===== src/rtl/sync_fifo_flags_if.sv =====
// Bus bundle for sync_fifo_flags: producer/consumer requests plus data and status.
// The master modport is the side that drives requests; the slave is the FIFO itself.
`timescale 1ns/1ps
interface sync_fifo_flags_if #(
    parameter int unsigned WIDTH = 8,
    parameter int unsigned DEPTH = 8
);
    logic [WIDTH-1:0]         data_in;
    logic                     wr;
    logic                     rd;
    logic                     flush;
    logic                     clr_err;
    logic [WIDTH-1:0]         data_out;
    logic                     empty;
    logic                     full;
    logic                     almost_empty;
    logic                     almost_full;
    logic [$clog2(DEPTH):0]   count;
    logic                     overflow;
    logic                     underflow;

    modport master (
        output data_in, wr, rd, flush, clr_err,
        input  data_out, empty, full, almost_empty, almost_full, count, overflow, underflow
    );

    modport slave (
        input  data_in, wr, rd, flush, clr_err,
        output data_out, empty, full, almost_empty, almost_full, count, overflow, underflow
    );
endinterface


===== src/rtl/sync_fifo_flags.sv =====
// Single-clock FIFO with standard or first-word-fall-through read, registered occupancy
// count, programmable almost-full/almost-empty levels, sticky error flags and flush.
`timescale 1ns/1ps
module sync_fifo_flags #(
    parameter int unsigned WIDTH    = 8,
    parameter int unsigned DEPTH    = 8,
    parameter int unsigned FWFT     = 0,
    parameter int unsigned AF_LEVEL = DEPTH - 2,
    parameter int unsigned AE_LEVEL = 1
) (
    input logic              clk,
    input logic              rst,
    sync_fifo_flags_if.slave fifo_io
);
    localparam int unsigned AW = $clog2(DEPTH);
    localparam logic [AW:0] One    = (AW + 1)'(1);
    localparam logic [AW:0] DepthC = (AW + 1)'(DEPTH);
    localparam logic [AW:0] AfC    = (AW + 1)'(AF_LEVEL);
    localparam logic [AW:0] AeC    = (AW + 1)'(AE_LEVEL);

    logic [WIDTH-1:0] mem_q [DEPTH];
    logic [AW:0]      wr_ptr_q, wr_ptr_d, rd_ptr_q, rd_ptr_d, count_q, count_d;
    logic             ovf_q, ovf_d, unf_q, unf_d;
    logic             empty_q, full_q, ae_q, af_q;
    logic             do_rd, do_wr;
    logic [AW-1:0]    rd_addr, wr_addr;

    assign do_rd   = fifo_io.rd & ~empty_q;
    assign do_wr   = fifo_io.wr & (~full_q | do_rd);
    assign rd_addr = rd_ptr_q[AW-1:0];
    assign wr_addr = wr_ptr_q[AW-1:0];

    always_comb begin
        wr_ptr_d = wr_ptr_q;
        rd_ptr_d = rd_ptr_q;
        count_d  = count_q;
        ovf_d    = ovf_q;
        unf_d    = unf_q;
        if (fifo_io.flush) begin
            wr_ptr_d = '0;
            rd_ptr_d = '0;
            count_d  = '0;
        end else begin
            if (do_wr) wr_ptr_d = wr_ptr_q + One;
            if (do_rd) rd_ptr_d = rd_ptr_q + One;
            case ({do_wr, do_rd})
                2'b10:   count_d = count_q + One;
                2'b01:   count_d = count_q - One;
                default: count_d = count_q;
            endcase
            // A set condition in the same cycle as clr_err wins.
            if (fifo_io.clr_err) begin
                ovf_d = 1'b0;
                unf_d = 1'b0;
            end
            if (fifo_io.wr && full_q && !do_rd) ovf_d = 1'b1;
            if (fifo_io.rd && empty_q)          unf_d = 1'b1;
        end
    end

    // Flags are registered from count_d so they move on the same edge as count.
    always_ff @(posedge clk or posedge rst) begin
        if (rst) begin
            wr_ptr_q <= '0;
            rd_ptr_q <= '0;
            count_q  <= '0;
            ovf_q    <= 1'b0;
            unf_q    <= 1'b0;
            empty_q  <= 1'b1;
            full_q   <= 1'b0;
            ae_q     <= 1'b1;
            af_q     <= 1'b0;
        end else begin
            wr_ptr_q <= wr_ptr_d;
            rd_ptr_q <= rd_ptr_d;
            count_q  <= count_d;
            ovf_q    <= ovf_d;
            unf_q    <= unf_d;
            empty_q  <= (count_d == '0);
            full_q   <= (count_d == DepthC);
            ae_q     <= (count_d <= AeC);
            af_q     <= (count_d >= AfC);
        end
    end

    always_ff @(posedge clk) begin
        if (do_wr && !fifo_io.flush) mem_q[wr_addr] <= fifo_io.data_in;
    end

    if (FWFT != 0) begin : g_fwft
        assign fifo_io.data_out = mem_q[rd_addr];
    end else begin : g_std
        logic [WIDTH-1:0] dout_q;
        always_ff @(posedge clk or posedge rst) begin
            if (rst)                         dout_q <= '0;
            else if (do_rd && !fifo_io.flush) dout_q <= mem_q[rd_addr];
        end
        assign fifo_io.data_out = dout_q;
    end

    assign fifo_io.empty        = empty_q;
    assign fifo_io.full         = full_q;
    assign fifo_io.almost_empty = ae_q;
    assign fifo_io.almost_full  = af_q;
    assign fifo_io.count        = count_q;
    assign fifo_io.overflow     = ovf_q;
    assign fifo_io.underflow    = unf_q;

    // Wrap-bit pointers must always differ by exactly the occupancy.
    a_count_ptr: assert property (@(posedge clk) disable iff (rst)
        count_q == (wr_ptr_q - rd_ptr_q));
endmodule


===== src/flat_wrapper.sv =====
// flat-port wrapper written by rule: the top's interface ports become plain ports
module sync_fifo_flags_flat 
#(
    parameter int unsigned WIDTH    = 8,
    parameter int unsigned DEPTH    = 8,
    parameter int unsigned FWFT     = 0,
    parameter int unsigned AF_LEVEL = DEPTH - 2,
    parameter int unsigned AE_LEVEL = 1
)
  (clk, rst, fifo_io_data_in, fifo_io_wr, fifo_io_rd, fifo_io_flush, fifo_io_clr_err, fifo_io_data_out, fifo_io_empty, fifo_io_full, fifo_io_almost_empty, fifo_io_almost_full, fifo_io_count, fifo_io_overflow, fifo_io_underflow);
  sync_fifo_flags_if #(.WIDTH(WIDTH), .DEPTH(DEPTH)) fifo_io_i ();
  input logic clk;
  input logic rst;
  input wire logic [$bits(fifo_io_i.data_in)-1:0] fifo_io_data_in;
  input wire logic [$bits(fifo_io_i.wr)-1:0] fifo_io_wr;
  input wire logic [$bits(fifo_io_i.rd)-1:0] fifo_io_rd;
  input wire logic [$bits(fifo_io_i.flush)-1:0] fifo_io_flush;
  input wire logic [$bits(fifo_io_i.clr_err)-1:0] fifo_io_clr_err;
  output wire logic [$bits(fifo_io_i.data_out)-1:0] fifo_io_data_out;
  output wire logic [$bits(fifo_io_i.empty)-1:0] fifo_io_empty;
  output wire logic [$bits(fifo_io_i.full)-1:0] fifo_io_full;
  output wire logic [$bits(fifo_io_i.almost_empty)-1:0] fifo_io_almost_empty;
  output wire logic [$bits(fifo_io_i.almost_full)-1:0] fifo_io_almost_full;
  output wire logic [$bits(fifo_io_i.count)-1:0] fifo_io_count;
  output wire logic [$bits(fifo_io_i.overflow)-1:0] fifo_io_overflow;
  output wire logic [$bits(fifo_io_i.underflow)-1:0] fifo_io_underflow;
  assign fifo_io_i.data_in = fifo_io_data_in;
  assign fifo_io_i.wr = fifo_io_wr;
  assign fifo_io_i.rd = fifo_io_rd;
  assign fifo_io_i.flush = fifo_io_flush;
  assign fifo_io_i.clr_err = fifo_io_clr_err;
  assign fifo_io_data_out = fifo_io_i.data_out;
  assign fifo_io_empty = fifo_io_i.empty;
  assign fifo_io_full = fifo_io_i.full;
  assign fifo_io_almost_empty = fifo_io_i.almost_empty;
  assign fifo_io_almost_full = fifo_io_i.almost_full;
  assign fifo_io_count = fifo_io_i.count;
  assign fifo_io_overflow = fifo_io_i.overflow;
  assign fifo_io_underflow = fifo_io_i.underflow;
  sync_fifo_flags #(.WIDTH(WIDTH), .DEPTH(DEPTH), .FWFT(FWFT), .AF_LEVEL(AF_LEVEL), .AE_LEVEL(AE_LEVEL)) u_core (.clk(clk), .rst(rst), .fifo_io(fifo_io_i));
endmodule

===== config.mk =====
export PLATFORM = sky130hd
export DESIGN_NAME = sync_fifo_flags_flat
export DESIGN_NICKNAME = d
export VERILOG_FILES = /design/src/rtl/sync_fifo_flags_if.sv /design/src/rtl/sync_fifo_flags.sv /design/src/flat_wrapper.sv
export SDC_FILE = /design/constraint.sdc
export NUM_CORES = 1
export LEC_CHECK = 0
export ABC_CLOCK_PERIOD_IN_PS = 4120
export BUFFER_PORTS_ARGS = -buffer_cell sky130_fd_sc_hd__buf_2
export CORE_ASPECT_RATIO = 1.2
export CORE_MARGIN = 5
export CORE_UTILIZATION = 35
export CTS_BUF_LIST = sky130_fd_sc_hd__clkbuf_8
export DETAILED_ROUTE_END_ITERATION = 8
export GPL_ROUTABILITY_DRIVEN = 0
export PLACE_DENSITY = 0.53
export SLEW_MARGIN = 20
export SYNTH_ARGS = -nofsm -noshare
export SYNTH_HDL_FRONTEND = slang
export SYNTH_SLANG_ARGS = --single-unit

===== constraint.sdc =====
create_clock -name clk -period 4.12 [get_ports clk]
set_input_delay 0.618 -clock clk [delete_from_list [all_inputs] [get_ports clk]]
set_output_delay 0.618 -clock clk [all_outputs]
set_load 0.01 [all_outputs]

# ---- Word level (Yosys, flattened, before mapping)
# Memories as Yosys holds them, arrays and structs flattened. A register that Yosys moved wholly into a read port is not among the register bits.
# Cells that the tools add are included.
dict set report word_totals {
  output_inout_bits 18
  rom_bits 0
  ff_bits 18
  ram_bits 64
  word_cells 50
  memories 1
  latch_bits 0
}
dict set report classes {
  n_lt_le_gt_ge 2
  eq_ne 3
  mux 11
  mul 0
  n_bitwise 6
  shift 0
  div_mod_pow 0
  n_reduce_logical 14
  add_sub_neg 4
}
# memory words word_bits read_ports rd_ports_with_merged_regs wr line
set mem_list {}
lappend mem_list {u_core.mem_q 8 8 1 1 1 sync_fifo_flags.sv:21} ;# logic [WIDTH-1:0] mem_q [DEPTH];
# cell count
set ops {}
lappend ops {{4-bit 2-to-1 mux} 5}
lappend ops {{4-bit by 1-bit adder with 4-bit output (second input constant)} 3}
lappend ops {{4-bit one-hot mux with 2 select lines} 1}
lappend ops {{2-bit nonzero test} 4}
lappend ops {{1-bit logical AND} 5}
lappend ops {{1-bit 2-to-1 mux} 5}
lappend ops {{4-bit equality test (second input constant)} 1}
lappend ops {{4-bit by 3-bit >= comparator with 1-bit output (second input constant)} 1}
lappend ops {{4-bit by 1-bit <= comparator with 1-bit output (second input constant)} 1}
lappend ops {{4-bit zero test} 1}
lappend ops {{2-bit AND reduction} 2}
lappend ops {{4-bit by 1-bit subtractor with 4-bit output (second input constant)} 1}
lappend ops {{1-bit inverter} 3}
lappend ops {{1-bit bitwise AND} 2}
lappend ops {{2-bit by 1-bit equality test with 1-bit output (second input constant)} 1}
lappend ops {{2-bit equality test (second input constant)} 1}
lappend ops {{1-bit zero test} 2}
lappend ops {{1-bit OR} 1}

# ---- Longest topological paths before layout
# Gate-level depths: netlist of run 1.
dict set report depth {
  word_depth 8
  mapped_depth 11
  depth_no_buf 11
}

# ---- Least setup slack after synthesis of run 1
# No wires, ideal clock.
dict set report synth_timing {
  path_type {input to register}
  from {input fifo_io_rd}
  to {register u_core.empty_q (netlist: u_core.fifo_io.empty)}
  slack_ns 1.624
  t_arrival_ns 2.418
  path_buffers 0
  stages 11
  t_required_ns 4.042
  setup_time_ns 0.078
  path_cell_list {nand2b_1 nand2_1 nand2_1 ha_1 xor2_1 ha_1 a21oi_1 xor2_1 or3_1 and2_1 a31o_2}
}
dict set report synth_between {
  elab_chain_len 7
  word_cells_on_any_way 8
}
# element line
set synth_lines {}
lappend synth_lines {{start, declared} flat_wrapper.sv:16} ;# input wire logic [$bits(fifo_io_i.rd)-1:0] fifo_io_rd;
lappend synth_lines {{1-bit bitwise AND *} sync_fifo_flags.sv:28} ;# assign do_rd = fifo_io.rd & ~empty_q;
lappend synth_lines {{1-bit OR} sync_fifo_flags.sv:29} ;# assign do_wr = fifo_io.wr & (~full_q | do_rd);
lappend synth_lines {{1-bit bitwise AND} sync_fifo_flags.sv:29}
lappend synth_lines {{2-bit by 1-bit equality test with 1-bit output or 2-bit equality test (tied branches)} sync_fifo_flags.sv:46} ;# case ({do_wr, do_rd})
lappend synth_lines {{4-bit one-hot mux with 2 select lines *} sync_fifo_flags.sv:46}
lappend synth_lines {{4-bit 2-to-1 mux *} sync_fifo_flags.sv:39} ;# if (fifo_io.flush) begin
lappend synth_lines {{4-bit zero test *} sync_fifo_flags.sv:79} ;# empty_q <= (count_d == '0);
lappend synth_lines {{end signal, assigned} sync_fifo_flags.sv:79}
lappend synth_lines {{end, declared} sync_fifo_flags.sv:24} ;# logic empty_q, full_q, ae_q, af_q;
# Every way passes the cells marked *; elsewhere a longest branch is shown, timed or not.
# A chain may end at the register's enable or synchronous reset.

# ---- Worst setup path in the final report of run 1
dict set report layout_timing {
  from {register u_core.empty_q (netlist: u_core.fifo_io.empty)}
  to {register u_core.empty_q (netlist: u_core.fifo_io.empty)}
}
dict set report layout_between {
  elab_chain_len 8
  word_cells_on_any_way 9
}
# element line
set layout_lines {}
lappend layout_lines {{1-bit inverter *} sync_fifo_flags.sv:28}
lappend layout_lines {{1-bit bitwise AND *} sync_fifo_flags.sv:28}
lappend layout_lines {{1-bit OR} sync_fifo_flags.sv:29}
lappend layout_lines {{1-bit bitwise AND} sync_fifo_flags.sv:29}
lappend layout_lines {{2-bit by 1-bit equality test with 1-bit output or 2-bit equality test (tied branches)} sync_fifo_flags.sv:46}
lappend layout_lines {{4-bit one-hot mux with 2 select lines *} sync_fifo_flags.sv:46}
lappend layout_lines {{4-bit 2-to-1 mux *} sync_fifo_flags.sv:39}
lappend layout_lines {{4-bit zero test *} sync_fifo_flags.sv:79}
# Marked as above.

==> results of run 1 <==
[logic make-up (layout without fill, tap and decap cells)]
group / count (synthesis) / after routing
AOI/OAI and AO/OA: 22 / 22
xor gates and xnor gates: 8 / 8
adders and majority gates: 5 / 5
buffers and inverters: 12 / 53
DFF: 88 / 88
muxes: 26 / 26
and+or+nand+nor: 55 / 55
[cell type report]
type / instances / share of cell area (%)
well taps: 126 / 3.86
repair buffers: 34 / 4.35
inverters: 3 / 0.276
flip-flops and latches: 88 / 61.9
multi-input cells: 116 / 24.1
clock inverters: 7 / 2.48
clock buffers: 9 / 3.03
[flip-flops by register name, summed over array words and instances, names as in the netlist]
name / cells
u_core.fifo_io.count: 4
u_core.mem_q: 64
u_core.fifo_io.underflow: 1
u_core.fifo_io.data_out: 8
u_core.fifo_io.full: 1
u_core.fifo_io.almost_full: 1
u_core.fifo_io.almost_empty: 1
u_core.fifo_io.empty: 1
u_core.rd_ptr_q: 3
u_core.fifo_io.overflow: 1
u_core.wr_ptr_q: 3
[synthesized netlist by cell type]
cell      instances
nor2_1           23
buf_4             1
buf_2             1
dfrtp_1          22
nor3_1            3
inv_1             3
nand3b_1          1
a31o_2            1
mux2i_1           9
nand2b_1          7
dfstp_2           2
buf_6             1
mux4_2           16
and2b_1           1
xor2_1            6
a31oi_2           1
and2b_2           1
o21ai_2           1
nand2_1          12
a21oi_1          13
or3_1             1
xnor2_1           2
o21ai_1           1
and3_1            1
mux2_4            1
and2_1            1
ha_1              5
o22ai_1           1
clkbuf_1          6
nor2b_1           1
edfxtp_1         64
nand3_1           2
o21ai_0           4
and3b_2           1
[routing by layer]
| layer | vias to the layer above | track usage (%) | wire [um] |
|---|---|---|---|
| met3 | 5 | 3.46 | 388 |
| met1 | 904 | 16.3 | 2980 |
| met2 | 46 | 18.0 | 3270 |
| met5 | - | 0 | 0 |
| li1 | 880 | - | - |
| met4 | 0 | 4.92 | 88 |
[how the worst max path moves through the flow]
stage / from / end / slack (ns) / cells past startpoint
after global routing: u_core.fifo_io.empty$_DFF_PP1_ / u_core.fifo_io.almost_full$_DFF_PP0_ / 1.32 / 11
after floorplan: fifo_io_rd / u_core.fifo_io.empty$_DFF_PP1_ / 1.62 / 11
after global placement: fifo_io_rd / u_core.fifo_io.empty$_DFF_PP1_ / 1.40 / 12
final: u_core.fifo_io.empty$_DFF_PP1_ / u_core.fifo_io.empty$_DFF_PP1_ / 1.51 / 11
after CTS: u_core.fifo_io.empty$_DFF_PP1_ / u_core.fifo_io.empty$_DFF_PP1_ / 1.49 / 11
after detailed placement: fifo_io_rd / u_core.fifo_io.empty$_DFF_PP1_ / 1.35 / 12
[report_power, final]
part           switching [mW]  internal, mW
clock                   0.322         0.349
combinational           0.188         0.183
sequential             0.0766          1.03
total                   0.586          1.57
[critical path, delay by kind of cell, from the launching register on]
family	cells	cell delay, ns
compound gates	2	0.25
xor+xnor	2	0.33
fa+ha+maj	2	0.45
flops	1	0.55
simple gates	5	0.97
[through the flow]
step,area (sq um),utilization (%)
after floorplan,3570,-
after global placement,3850,38.5
after detailed placement,3860,38.5
after CTS,4080,40.8
after global routing,4080,40.8
final,4080,40.8
[cell usage in the layout, fill, tap and decap left out, types with 3 or more instances in the layout]
master     n
buf_4      3
xor2_1     6
ha_1       5
nand2_1   12
o21ai_0    4
edfxtp_1  64
nand2b_1   7
a21oi_1   13
mux2i_1    9
clkbuf_8   9
dfrtp_1   21
nor2_1    23
mux4_2    16
nor3_1     3
inv_1      3
buf_2     31
==> results.sh, run 1 <==
export IMPL_status="completed"
export IMPL_ctsResizeCount=0
export IMPL_path_cells="nand2b_1 > nand2_1 > nand2_1 > ha_1 > xor2_1 > ha_1 > a21oi_1 > xor2_1 > or3_1 > and2_1 > a31o_2"
export IMPL_ctsHoldBuffers=0
export IMPL_viasPerCell=4.79
export IMPL_hold_viol=0
export IMPL_vias=1835
export IMPL_power_total_mw=2.15
export IMPL_maxCapViolations=0
export IMPL_synth_compound_area_share_pct=3.54
export IMPL_ir_worst_vdd_mv=0.224
export IMPL_synthCells=216
export IMPL_synth_top_cell_by_area="edfxtp_1"
export IMPL_grt_overflow=0
export IMPL_drc=0
export IMPL_antenna_found_initial=0
export IMPL_crit_path_end_kind="flop"
export IMPL_io_buffers=31
export IMPL_die_w_um=102
export IMPL_grt_pass1_vias=1803
export IMPL_synthAdderAreaFrac_pct=1.75
export IMPL_finalNonFillerCells=383
export IMPL_hold_path_class="input pin to asynchronous set/reset pin"
export IMPL_timing_final_crit_share_pct=63.4
export IMPL_std_cell_rows=40
export IMPL_max_freq_ghz=0.383
export IMPL_cts_made_buffers=9
export IMPL_synth_simple_area_share_pct=7.26
export IMPL_final_max_slew_viol_count=0
export IMPL_fillers=957
export IMPL_grt_max_degree=25
export IMPL_critical_path_class="flop to flop"
export IMPL_rsz0062_at_grt="false"
export IMPL_r2r_cells=11
export IMPL_wl_per_cell_um=17.6
export IMPL_crit_required_ns=4.41
export IMPL_dieHeight_um=121
export IMPL_first_pass_iters=4
export IMPL_area_growth_pct=14.5
export IMPL_ctsHtreeMaxLevel=3
export IMPL_syn_num_nets=235
export IMPL_clock_sinks=88
export IMPL_core_area_sq_um=10000
export IMPL_start_util_pct=35.6
export IMPL_r2r_end="u_core.fifo_io.empty$_DFF_PP1_"
export IMPL_relSlewSlack_pct=37.7
export IMPL_drive_above_1_share_pct=29.2
export IMPL_place_worst_setup_slack_ns=1.35
export IMPL_postCtsSetupRepairBufs=0
export IMPL_cp_slowest_cell="dfstp_2"
export IMPL_finalWirelength_mm=6.72
export IMPL_register_area_sq_um=2530
export IMPL_crit_path_max_incr_delay_ns=0.55
export IMPL_tns_ns=0
export IMPL_worstSetupStartpointType="flop"
export IMPL_synth_avg_cell_area_sq_um=16.5
export IMPL_r2r_start="u_core.fifo_io.empty$_DFF_PP1_"
export IMPL_layout_min_cycle_time_ns=2.61
export IMPL_synth_cell_types=34
export IMPL_finalSetupViolCount=0
export IMPL_tightest_slew_ns=0.930
export IMPL_synth_top_family_by_area="multiplexers"
export IMPL_yosysWarnings=0
export IMPL_root_buffer="clkbuf_8"
export IMPL_syn_area_sq_um=3570
export IMPL_cp_max_fo=6
export IMPL_synth_area_leaders="edfxtp_1, dfrtp_1, mux4_2"
export IMPL_worst_slack_ns=1.51
export IMPL_grt_first_pass_wirelength_mm=10.5
export IMPL_rrSetupSlack_ns=1.51
export IMPL_die_area_sq_um=12300
export IMPL_synthXorXnorAreaFrac_pct=1.96
export IMPL_arrival_ns=2.90
export IMPL_dp_cells=367
export IMPL_ant_nets=0
export IMPL_power_density_nw_per_um2=527
export IMPL_ys_ff_latch=88
export IMPL_synth_mux_area_share_pct=13.1
export IMPL_fin_hold_ws_ns=0.431
export IMPL_cts_reportedPaths_clkPinSlew_ns=0.10
export IMPL_tritoncts="done"
export IMPL_drtIter0Drc=71
export IMPL_clk_insertion_delay_late_ns=0.36
export IMPL_p_leak_nw=1.46
export IMPL_clockBufferDepth=2
export IMPL_fin_nets=271
export IMPL_dp_hpwl_mm=4.43
export IMPL_synth_top_area_share_pct=53.9
export IMPL_multi_input_area_sq_um=983
export IMPL_grt_usage_pct=12.0
export IMPL_pin_count=32
export IMPL_antenna_cells=0
export IMPL_ys_seq_area_share_pct=70.8
export IMPL_finClkSkew_ns=0.0119
(Power assumes the default switching activity.)
==> inputs of run 2 (changes only) <==
Settings changed: ABC_CLOCK_PERIOD_IN_PS 4120 to 2200, PLACE_DENSITY 0.53 to 0.55.
Clock period 4.12 ns to 2.2 ns, I/O delays scaled along.
==> run 2 against run 1 <==
Effect of this change:
- the run now ends with negative setup slack left
- clock skew hardly changed
- utilization is 2.4 points higher
- combinational power is 130% higher
- register-to-register slack worse by 1.6 ns
- first-iteration DRC count is 23% higher
- fmax is 13% higher
- critical path depth stayed put
- via count is 6.4% higher
- critical path type unchanged
- critical endpoint unchanged
- largest power group unchanged
==> results.sh, run 2 (synthesis gave the netlist of run 1 again) <==
export IMPL_arrival_ns=2.59
export IMPL_p_int_mw=2.94
export IMPL_dp_hpwl_mm=4.45
export IMPL_max_freq_ghz=0.434
export IMPL_timing_final_crit_share_pct=105
export IMPL_std_cell_rows=40
export IMPL_pin_count=32
export IMPL_crit_required_ns=2.48
export IMPL_final_cell_mix="edfxtp_1, buf_2, buf_4"
export IMPL_grt_busiest_layer="met2"
export IMPL_mostFrequentLayoutCell="edfxtp_1"
export IMPL_path_delay_family="simple AND/OR/NAND/NOR gates"
export IMPL_drc=0
export IMPL_clk_insertion_delay_late_ns=0.35
export IMPL_die_area_sq_um=12300
export IMPL_worst_slack_ns=-0.106
export IMPL_core_area_sq_um=10000
export IMPL_ctsHtreeMaxLevel=3
export IMPL_start_util_pct=35.6
export IMPL_hold_path_class="input pin to asynchronous set/reset pin"
export IMPL_fin_nets=293
export IMPL_rsz0062_at_grt="true"
export IMPL_ant_nets=0
export IMPL_path_cells="nand2b_4 > nand2_4 > nand2_4 > ha_4 > xor2_1 > ha_2 > a21oi_2 > xor2_1 > or3_4 > and2_4 > a31o_2"
export IMPL_grt_max_degree=25
export IMPL_crit_buf_inv=0
export IMPL_dieHeight_um=121
export IMPL_crit_path_max_incr_delay_ns=0.53
export IMPL_grt_usage_pct=11.8
export IMPL_die_w_um=102
export IMPL_wl_per_cell_um=16.6
export IMPL_top_register="u_core.mem_q"
export IMPL_status="complete, but fails checks"
export IMPL_drive_above_1_share_pct=38.4
export IMPL_met1_usage_pct=15.3
export IMPL_tightest_slew_ns=0.903
export IMPL_power_switching_share_pct=27.1
export IMPL_final_max_slew_viol_count=0
export IMPL_p_switching_mw=1.09
export IMPL_relSlewSlack_pct=39.5
export IMPL_clockBufferDepth=2
export IMPL_power_frac_comb_pct=21.0
export IMPL_power_density_nw_per_um2=935
export IMPL_finClkSkew_ns=0.0115
export IMPL_antenna_cells=0
export IMPL_first_pass_iters=4
export IMPL_pwr_share_seq_pct=50.2
export IMPL_cp_max_fo=3
export IMPL_cp_slowest_cell="dfstp_2"
export IMPL_clock_sinks=88
export IMPL_dpl_cell_area_sq_um=4050
export IMPL_tritoncts="done"
export IMPL_p_leak_nw=1.59
export IMPL_grt_pass1_vias=1957
export IMPL_final_util_pct=43.1
export IMPL_maxCapViolations=0
export IMPL_vias=1953
export IMPL_largest_reg_flops=64
export IMPL_finalSetupViolCount=3
export IMPL_worstSetupStartpointType="flop"
export IMPL_viasPerCell=4.82
export IMPL_critical_path_class="flop to flop"
export IMPL_drtIter0Drc=87
export IMPL_design_area_sq_um=4320
export IMPL_io_buffers=31
export IMPL_ir_worst_vdd_mv=0.312
export IMPL_clkPwrFrac_pct=28.8
export IMPL_area_growth_pct=21.1
export IMPL_crit_path_end_kind="flop"
export IMPL_root_buffer="clkbuf_8"
export IMPL_violations="negative setup slack"
export IMPL_antenna_found_initial=0
export IMPL_finalWirelength_mm=6.72
export IMPL_layout_min_cycle_time_ns=2.31
export IMPL_grt_overflow=0
export IMPL_gr_usage_met3_pct=2.94
export IMPL_cts_reportedPaths_clkPinSlew_ns=0.09
export IMPL_cts_made_buffers=9
export IMPL_grt_first_pass_wirelength_mm=10.6
export IMPL_ctsHoldBuffers=0
export IMPL_met2_usage_pct=18.5
export IMPL_hold_viol=0
## run 2: layout make-up
class | instances | area, sq um
Fill cell | 925 | 5690
Sequential cell | 88 | 2520
Multi-Input combinational cell | 116 | 1050
Timing Repair Buffer | 56 | 355
Tap cell | 126 | 158
Clock buffer | 11 | 151
Clock inverter | 5 | 63.8
Inverter | 3 | 11.3
## run 2: power groups by stage
stage          logic, mW  registers [mW]  clock network, mW
2_1_floorplan      0.475            2.11                  0
3_3_place_gp       0.816            2.06                  0
3_5_place_dp       0.821            2.07                  0
4_1_cts            0.824            2.03               1.20
5_1_grt            0.944            2.05               1.27
6_report           0.847            2.03               1.16
## run 2: metal layers
metal | vias up | wire (um)
met5 | - | 0
met4 | 0 | 96
li1 | 923 | -
met1 | 985 | 3040
met3 | 7 | 279
met2 | 38 | 3310
## run 2: final timing paths
check / from / endpoint / slack (ns) / cells past startpoint
worst max-delay path: u_core.fifo_io.empty$_DFF_PP1_ / u_core.fifo_io.empty$_DFF_PP1_ / -0.11 / 11
worst min-delay path: rst / u_core.fifo_io.data_out[2]$_DFFE_PP0P_ / 0.0007 / 3
worst max register to register: u_core.fifo_io.empty$_DFF_PP1_ / u_core.fifo_io.empty$_DFF_PP1_ / -0.11 / 11
worst min register to register: u_core.fifo_io.underflow$_DFFE_PP0P_ / u_core.fifo_io.underflow$_DFFE_PP0P_ / 0.49 / 2
max in group asynchronous: rst / u_core.fifo_io.almost_empty$_DFF_PP1_ / 1.90 / 3
min in group clk: fifo_io_data_in[6] / u_core.mem_q[4][6]$_DFFE_PP_ / 0.25 / 1
## run 2: timing repair
| action | in CTS | in global routing |
|---|---|---|
| gates resized for setup | 0 | 9 |
| buffers inserted | 0 | 2 |
| pin swaps | 0 | 2 |
| setup endpoints to repair | 2 | 5 |
## run 2: worst reg2reg max path, stage by stage (launching register included)
cell and delay (ns):
dfstp_2 0.53, nand2b_4 0.14, nand2_4 0.06, nand2_4 0.08
ha_4 0.14, xor2_1 0.18, ha_2 0.21, a21oi_2 0.04
xor2_1 0.16, or3_4 0.34, and2_4 0.17, a31o_2 0.19
## run 2: through the flow
step                      hold WS (ns)  total power [mW]  setup TNS (ns)  instances  setup slack [ns]
after floorplan                  0.343              2.59         -0.0969        216           -0.0563
after global placement           0.389              2.87               0        387            0.0211
after detailed placement         0.395              2.89        -0.00147        387          -0.00147
after CTS                      0.00199              4.05         -0.0182        403           -0.0147
after global routing            0.0227              4.27          -0.554        405            -0.175
final                         0.000711              4.04          -0.266        405            -0.106
==> inputs of run 3 (changes only) <==
Settings changed: REMOVE_ABC_BUFFERS set to 1.
==> run 3 against run 2 <==
Effect of this change:
- the run still ends with negative setup slack left
- clock-buffer cell count shrank 2
- setup slack gained 0.080 ns
- clock power fell by 10%
- fmax rose by 3.6%
- non-clock buffer count grew 5
- die area did not move
- design area shrank 0.35%
- total power fell by 3.4%
- via count barely moved
- sequential power about the same
- first-iteration DRC count is 37% lower
- largest power group unchanged
==> results.sh, run 3 (synthesis gave the netlist of run 1 again) <==
export IMPL_status="complete, but fails checks"
export IMPL_violations="negative setup slack"
export IMPL_clk_insertion_delay_late_ns=0.36
export IMPL_design_area_sq_um=4300
export IMPL_std_cell_rows=40
export IMPL_crit_required_ns=2.46
export IMPL_fin_nets=298
export IMPL_p_leak_nw=1.61
export IMPL_power_density_nw_per_um2=906
export IMPL_cp_slowest_cell="dfstp_2"
export IMPL_hold_path_class="input pin to asynchronous set/reset pin"
export IMPL_drc=0
export IMPL_ant_nets=0
export IMPL_grt_pass1_vias=2049
export IMPL_timing_final_crit_share_pct=101
export IMPL_finalSetupViolCount=2
export IMPL_finClkSkew_ns=0.00667
export IMPL_drtIter0Drc=55
export IMPL_max_freq_ghz=0.449
export IMPL_final_max_slew_viol_count=0
export IMPL_drive_above_1_share_pct=38.4
export IMPL_first_pass_iters=4
export IMPL_io_buffers=31
export IMPL_cts_made_buffers=9
export IMPL_grt_overflow=0
export IMPL_grt_max_degree=25
export IMPL_die_w_um=102
export IMPL_pin_count=32
export IMPL_die_area_sq_um=12300
export IMPL_worstSetupStartpointType="flop"
export IMPL_core_area_sq_um=10000
export IMPL_crit_path_max_incr_delay_ns=0.54
export IMPL_top_register="u_core.mem_q"
export IMPL_place_worst_setup_slack_ns=-0.104
export IMPL_antenna_found_initial=0
export IMPL_ctsHtreeMaxLevel=3
export IMPL_antenna_cells=0
export IMPL_fillers=917
export IMPL_dpl_cell_area_sq_um=4050
export IMPL_cts_reportedPaths_clkPinSlew_ns=0.08
export IMPL_area_growth_pct=20.7
export IMPL_largest_reg_flops=64
export IMPL_finalWirelength_mm=6.84
export IMPL_clockBufferDepth=2
export IMPL_start_util_pct=35.6
export IMPL_dieHeight_um=121
export IMPL_worst_slack_ns=-0.0259
export IMPL_cp_max_fo=4
export IMPL_viasPerCell=4.76
export IMPL_tns_ns=-0.0454
export IMPL_critical_path_class="flop to flop"
export IMPL_relSlewSlack_pct=55.5
export IMPL_path_cells="nand2b_4 > inv_1 > buf_4 > ha_2 > and2b_2 > o21ai_2 > a31oi_2 > mux2_4 > and3_1"
export IMPL_wl_per_cell_um=16.7
export IMPL_path_delay_family="simple AND/OR/NAND/NOR gates"
export IMPL_clock_sinks=88
export IMPL_rrSetupSlack_ns=-0.03
export IMPL_arrival_ns=2.48
export IMPL_maxCapViolations=0
export IMPL_hold_viol=0
export IMPL_grt_usage_pct=12.3
export IMPL_layout_min_cycle_time_ns=2.23
export IMPL_mostFrequentLayoutCell="edfxtp_1"
export IMPL_ir_worst_vdd_mv=0.400
export IMPL_crit_buf_inv=2
export IMPL_root_buffer="clkbuf_8"
export IMPL_tritoncts="done"
export IMPL_final_cell_mix="edfxtp_1, buf_2, buf_4"
export IMPL_crit_path_end_kind="flop"
export IMPL_rsz0062_at_grt="true"
export IMPL_ctsHoldBuffers=0
export IMPL_dp_hpwl_mm=4.72
export IMPL_tightest_slew_ns=0.667
export IMPL_grt_first_pass_wirelength_mm=11.0
export IMPL_vias=1952
==> run 3: cell count changes in the layout (fill, tap and decap cells not counted), moves of 2 or more <==
cell,before,now
buf_4,24,30
clkbuf_8,11,9
clkinv_2,0,3
clkinv_4,2,0
inv_1,3,5
==> run 3: power by group <==
part / leakage [nW] / total, mW / switching (mW) / internal (mW)
clock network: 0.103 / 1.04 / 0.531 / 0.507
logic: 0.628 / 0.833 / 0.413 / 0.420
registers: 0.877 / 2.03 / 0.0928 / 1.94
==> run 3: area by class of cell <==
| type | count | area (sq um) | area share, % |
|---|---|---|---|
| Clock inverter | 7 | 56.3 | 1.31 |
| Timing Repair Buffer | 61 | 380 | 8.84 |
| Inverter | 3 | 11.3 | 0.262 |
| Multi-Input combinational cell | 116 | 1050 | 24.4 |
| Sequential cell | 88 | 2520 | 58.7 |
| Clock buffer | 9 | 124 | 2.88 |
| Tap cell | 126 | 158 | 3.66 |
==> run 3: per-layer routing <==
metal / up-vias / global-route usage (%) / share of wire, %
met1: 979 / 15.6 / 44
met5: - / 0 / 0
met4: 0 / 6.89 / 2.5
met2: 30 / 19.6 / 51
li1: 931 / - / -
met3: 12 / 2.25 / 2.8
==> run 3: worst reg2reg max path, cell delays in order (launching register included) <==
cell and delay, ns:
dfstp_2 0.54, nand2b_4 0.14, inv_1 0.08, buf_4 0.15
ha_2 0.20, and2b_2 0.24, o21ai_2 0.07, a31oi_2 0.22
mux2_4 0.33, and3_1 0.17
==> run 3: final timing paths <==
kind | from | endpoint | cells after the start
max | u_core.fifo_io.empty$_DFF_PP1_ | u_core.fifo_io.full$_DFF_PP0_ | 9
max in group asynchronous | rst | u_core.fifo_io.empty$_DFF_PP1_ | 3
min | rst | u_core.fifo_io.data_out[7]$_DFFE_PP0P_ | 3
max reg2reg | u_core.fifo_io.empty$_DFF_PP1_ | u_core.fifo_io.full$_DFF_PP0_ | 9
min reg2reg | u_core.fifo_io.overflow$_DFFE_PP0P_ | u_core.fifo_io.overflow$_DFFE_PP0P_ | 2
min in group clk | fifo_io_data_in[1] | u_core.mem_q[1][1]$_DFFE_PP_ | 1
==> run 3: repair_timing <==
item,4_1_cts,5_1_grt
setup buffers,0,1
resized for setup,8,6
endpoints found under the setup margin,4,5
endpoints found under the hold margin,0,0
pin swaps,5,4
==> run 3: stage by stage <==
stage / util, % / std cells / hold WS [ns] / power, mW
floorplan: - / 207 / 0.343 / 2.55
global placement: 40.5 / 393 / 0.416 / 2.87
detailed placement: 40.5 / 393 / 0.417 / 2.87
CTS: 42.6 / 409 / 0.0214 / 3.94
global route: 43.0 / 410 / 0.0646 / 4.12
finish: 43.0 / 410 / 0.0172 / 3.90
